`src/rtl/dtree_seq_eval.sv`:
```
// Sequential decision-tree evaluator: walks a configurable node table one node per
// cycle from node 0 until a leaf is reached or the walk faults.
module dtree_seq_eval #(
  parameter int N_FEAT    = 45,
  parameter int FEAT_W    = 8,
  parameter int CLASS_W   = 5,
  parameter int N_NODES   = 64,
  parameter int MAX_DEPTH = 16,
  localparam int NODE_AW  = $clog2(N_NODES),
  localparam int FIDX_W   = $clog2(N_FEAT),
  localparam int PREC_W   = $clog2(FEAT_W + 1),
  localparam int NODE_W   = 1 + FIDX_W + PREC_W + FEAT_W + 2 * NODE_AW
) (
  input  logic                     clk,
  input  logic                     rst_n,
  input  logic                     in_valid,
  output logic                     in_ready,
  input  logic [N_FEAT*FEAT_W-1:0] in_feat,
  output logic                     out_valid,
  input  logic                     out_ready,
  output logic [CLASS_W-1:0]       out_class,
  output logic                     out_err,
  input  logic                     cfg_we,
  input  logic [NODE_AW-1:0]       cfg_addr,
  input  logic [NODE_W-1:0]        cfg_data,
  output logic                     cfg_ready
);

  localparam int STEP_W   = $clog2(MAX_DEPTH + 1);
  localparam int LEFT_LSB = NODE_AW;
  localparam int THR_LSB  = 2 * NODE_AW;
  localparam int PREC_LSB = THR_LSB + FEAT_W;
  localparam int FIDX_LSB = PREC_LSB + PREC_W;
  localparam int LEAF_BIT = NODE_W - 1;
  localparam logic [NODE_W-1:0] RESET_NODE = {1'b1, {(NODE_W-1){1'b0}}};

  if (CLASS_W > NODE_AW) begin : g_class_w_check
    $error("CLASS_W must not exceed NODE_AW");
  end

  typedef enum logic [1:0] {IDLE, WALK, DONE} state_t;

  state_t              state;
  logic                idle_q;
  logic                valid_q;
  logic [NODE_W-1:0]   nodes [N_NODES];
  logic [FEAT_W-1:0]   feat  [N_FEAT];
  logic [NODE_AW-1:0]  ptr;
  logic [STEP_W-1:0]   step;

  logic [NODE_W-1:0]   cur;
  logic                cur_leaf;
  logic [FIDX_W-1:0]   cur_fidx;
  logic [PREC_W-1:0]   cur_prec;
  logic [FEAT_W-1:0]   cur_thr;
  logic [NODE_AW-1:0]  cur_left;
  logic [NODE_AW-1:0]  cur_right;
  logic [PREC_W-1:0]   prec_eff;
  logic [FEAT_W-1:0]   sel_feat;
  logic [FEAT_W-1:0]   feat_top;
  logic [FEAT_W-1:0]   thr_low;
  logic                go_left;
  logic [NODE_AW-1:0]  nxt;
  logic                fidx_bad;
  logic                ptr_bad;
  logic                depth_hit;
  logic                fault;

  assign cur       = nodes[ptr];
  assign cur_leaf  = cur[LEAF_BIT];
  assign cur_fidx  = cur[FIDX_LSB +: FIDX_W];
  assign cur_prec  = cur[PREC_LSB +: PREC_W];
  assign cur_thr   = cur[THR_LSB +: FEAT_W];
  assign cur_left  = cur[LEFT_LSB +: NODE_AW];
  assign cur_right = cur[0 +: NODE_AW];

  // Compare only the top prec_eff bits of the feature against the low prec_eff
  // bits of the threshold; prec 0 or out of range means a full-width compare.
  always_comb begin
    sel_feat = '0;
    for (int unsigned i = 0; i < N_FEAT; i++) begin
      if (cur_fidx == FIDX_W'(i)) sel_feat = feat[i];
    end
    prec_eff = (cur_prec == '0 || cur_prec > PREC_W'(FEAT_W)) ? PREC_W'(FEAT_W) : cur_prec;
    feat_top = sel_feat >> (PREC_W'(FEAT_W) - prec_eff);
    thr_low  = cur_thr & ~({FEAT_W{1'b1}} << prec_eff);
    go_left  = feat_top <= thr_low;
    nxt      = go_left ? cur_left : cur_right;
  end

  if (N_FEAT < 2 ** FIDX_W) begin : g_fidx_chk
    assign fidx_bad = cur_fidx >= FIDX_W'(N_FEAT);
  end else begin : g_fidx_full
    assign fidx_bad = 1'b0;
  end

  if (N_NODES < 2 ** NODE_AW) begin : g_ptr_chk
    assign ptr_bad = nxt >= NODE_AW'(N_NODES);
  end else begin : g_ptr_full
    assign ptr_bad = 1'b0;
  end

  assign depth_hit = step == STEP_W'(MAX_DEPTH - 1);
  assign fault     = fidx_bad | ptr_bad | depth_hit;

  assign in_ready  = idle_q;
  assign cfg_ready = idle_q;
  assign out_valid = valid_q;

  // Table writes land on the accept edge, so the first node read already sees them.
  always_ff @(posedge clk or negedge rst_n) begin
    if (!rst_n) begin
      for (int unsigned i = 0; i < N_NODES; i++) nodes[i] <= RESET_NODE;
    end else if (cfg_we && state == IDLE) begin
      nodes[cfg_addr] <= cfg_data;
    end
  end

  always_ff @(posedge clk or negedge rst_n) begin
    if (!rst_n) begin
      state     <= IDLE;
      idle_q    <= 1'b1;
      valid_q   <= 1'b0;
      out_class <= '0;
      out_err   <= 1'b0;
      ptr       <= '0;
      step      <= '0;
      for (int unsigned i = 0; i < N_FEAT; i++) feat[i] <= '0;
    end else begin
      case (state)
        IDLE: begin
          if (in_valid) begin
            for (int unsigned i = 0; i < N_FEAT; i++) feat[i] <= in_feat[i*FEAT_W +: FEAT_W];
            ptr    <= '0;
            step   <= '0;
            state  <= WALK;
            idle_q <= 1'b0;
          end
        end
        WALK: begin
          if (cur_leaf) begin
            out_class <= cur_left[CLASS_W-1:0];
            out_err   <= 1'b0;
            state     <= DONE;
            valid_q   <= 1'b1;
          end else if (fault) begin
            out_class <= '1;
            out_err   <= 1'b1;
            state     <= DONE;
            valid_q   <= 1'b1;
          end else begin
            ptr  <= nxt;
            step <= step + 1'b1;
          end
        end
        DONE: begin
          if (out_ready) begin
            state   <= IDLE;
            valid_q <= 1'b0;
            idle_q  <= 1'b1;
          end
        end
        default: begin
          state   <= IDLE;
          valid_q <= 1'b0;
          idle_q  <= 1'b1;
        end
      endcase
    end
  end

endmodule

```
`config.mk`:
```
export PLATFORM = sky130hd
export DESIGN_NAME = dtree_seq_eval
export DESIGN_NICKNAME = d
export VERILOG_FILES = /design/src/rtl/dtree_seq_eval.sv
export SDC_FILE = /design/constraint.sdc
export NUM_CORES = 2
export LEC_CHECK = 0
export ABC_CLOCK_PERIOD_IN_PS = 18400
export CAP_MARGIN = 20
export CORE_UTILIZATION = 66
export CTS_CLUSTER_DIAMETER = 40
export DETAILED_ROUTE_END_ITERATION = 8
export GPL_ROUTABILITY_DRIVEN = 0
export PLACE_DENSITY = 0.85
export SYNTH_ARGS = -nofsm -noshare
export SYNTH_HDL_FRONTEND = slang
export SYNTH_SLANG_ARGS = --single-unit
```
`constraint.sdc`:
```
create_clock -name clk -period 18.4 [get_ports clk]
set_input_delay 5.52 -clock clk [delete_from_list [all_inputs] [get_ports clk]]
set_output_delay 5.52 -clock clk [all_outputs]
set_load 0.005 [all_outputs]
```
==> flow_summary.ini <==
[clocking]
cts.path.max_buffers = 4
cts_tree = built
clk_latency_ns = 0.95
cts_sinks = 2365
cts.clk_slew.worst_paths_ns = 0.06
cts_buffers = 304
htree_levels = 5
post_cts_resized = 0
clockRootBuffer = clkbuf_16
post_cts_buffers = 0
postCtsHoldBufs = 0

[sta]
finClkSkew_ns = 0.0665
setup_ws_ns = 8.43
rsz0062_at_grt = no
fin_tns_setup_ns = 0
final_max_slew_viol_count = 0
whs_ns = 0.499
setup_viol = 0
finalCritPeriodShare_pct = 54.2
worst_pin_slew_ns = 1.23
finalHoldViolations = 0
max_clock_freq_mhz = 100
slew_headroom_pct = 15.7
layout_min_cycle_time_ns = 9.97

[critical_path]
critPathArrivalTime_ns = 10.75
crit_path_max_fanout = 50
crit_path_end = ptr[5]
crit_start = ptr[2]
path_class = flop to flop
rrSetupSlack_ns = 8.43
start_kind = flop
worst_ep_required_time_ns = 19.17
critPathSlowestCell = dfrtp_4
rr_startpoint = ptr[2]
slowest_delay_ns = 0.99
r2r_end = ptr[5]
rr_worst_depth = 30
cp-end-kind = flop

[routing]
vias = 70300
routed_wl_um = 336000
drt_first_iter_violations = 9464
drc_errors = 375
wl_per_cell_um = 34.3
routed_via_density = 7.18
first_pass_iters = 9
antenna_left = 0

[final_layout]
fillers = 8999
layout-drive-gt1-share_pct = 49.2
fin_cells = 9788
nNetsFinal = 7799
layout_common_cells = 2,332 x mux2_2, 2,295 x dfrtp_1, 569 x mux4_2
syn_to_final_growth_pct = 14.5
final_common_cell = mux2_2

[job]
max_cap_viol_count = 0

[synthesis]
ys_seq_area_share_pct = 54.3
postSynthAreaPerCell_um2 = 15.1
ys_seq_elements = 2365
synth_flop_cell = dfrtp_1
netlist_instances = 7206
yosysWarnings = 0
synthDistinctLibCells = 96
synth_edf_count = 0
async_reset_ff_share_pct = 100
syn_area_um2 = 109000
synth_nets = 7622

[floorplanning]
start_util_pct = 66.7
die_h_um = 409
core-area_um2 = 164000
die_w_um = 409
fp.dieArea_um2 = 167000
io_pins = 411
rows = 148

[placement]
hpwl_um = 202000
placed_cells = 9236
port-buffer-count = 410
dpl_worst_slack_ns = 8.37

[power_and_ir_drop]
p_leak_nw = 57.7
vdd.ir_drop.worst_v = 0.000166
p_per_area_nw_per_um2 = 146

[grt]
grt-ovfl-total = 0
grt_pass1_wl_um = 494000
grt_usage_pct = 40.6
antenna_found_initial = 18
grt_max_degree = 197
grt_pass1_vias = 72900

[worst_hold_path]
holdPathStages = 1
hp-class = flop to flop

[outcome]
violations = DRC
status = finished, violations left
[cell usage after synthesis, drive strengths merged, types with 54 or more instances]
library cell | number | area (um2)
mux2 | 2332 | 26300
dfrtp | 2300 | 57600
mux4 | 569 | 12800
clkbuf | 486 | 1820
nand2 | 205 | 777
buf | 197 | 1070
nor2 | 120 | 465
mux2i | 114 | 1140
o21ai | 96 | 480
nand3 | 84 | 430
a21oi | 82 | 414
dfstp | 65 | 1710
a22oi | 56 | 425
o22ai | 54 | 344
[cell type report]
type	count	area (um2)	share of cell area [%]
clock inverters	150	1960	1.57
diodes	5	12.5	0.0100
flip-flops and latches	2365	59300	47.5
clock buffers	381	8350	6.68
repair buffers	554	5370	4.30
well taps	2175	2720	2.18
inverters	37	143	0.114
multi-input cells	4121	47100	37.7
[worst min path at each step]
stage / from / to / slack, ns
global route: nodes[374] / nodes[374] / 0.51
global placement: nodes[1110] / nodes[1110] / 0.48
finish: nodes[778] / nodes[778] / 0.50
CTS: nodes[1154] / nodes[1154] / 0.50
floorplan: nodes[1109] / nodes[1109] / 0.47
detailed placement: nodes[1109] / nodes[1109] / 0.49
[worst max-delay path: cells and delay by family, from the launching register on]
| family | cells | cell delay (ns) |
|---|---|---|
| buf+inv | 3 | 1.92 |
| flops | 1 | 0.99 |
| compound gates | 13 | 2.50 |
| simple gates | 10 | 2.86 |
| fa+ha+maj | 1 | 0.23 |
| mux | 3 | 1.18 |
[where the power goes]
group,switching (mW),leakage [nW],internal (mW)
logic,2.98,21.0,2.31
clock network,2.34,5.00,3.74
registers,0.770,31.6,6.14
total,6.09,57.7,12.2
[flip-flops by register name, indices dropped and copies added (netlist names)]
name,flops
out_valid,1
step,5
state,2
out_err,1
feat,360
ptr,6
out_class,5
nodes,1984
cfg_ready,1
[kinds of logic after synthesis]
group / synth area share [%]
mux: 36.9
flops: 54.3
buf+inv: 2.78
simple gates: 2.62
compound gates: 3.24
fa+ha+maj: 0.161
xor+xnor: 0.0161
[per-layer routing]
metal	GRT usage (%)	up-vias	share of wire [%]
li1	-	27300	-
met1	54.0	36900	37
met2	59.4	4623	45
met3	12.2	1393	11
met4	24.5	18	7.3
met5	0	-	0.040
[through the flow]
stage	cell area [um2]	util, %	power, mW
CTS	125000	76.2	18.0
finish	125000	76.4	18.3
global route	125000	76.4	18.8
floorplan	109000	-	10.2
detailed placement	114000	69.9	11.9
global placement	114000	69.9	11.8
No activity file was read; power rests on OpenSTA's default activity.
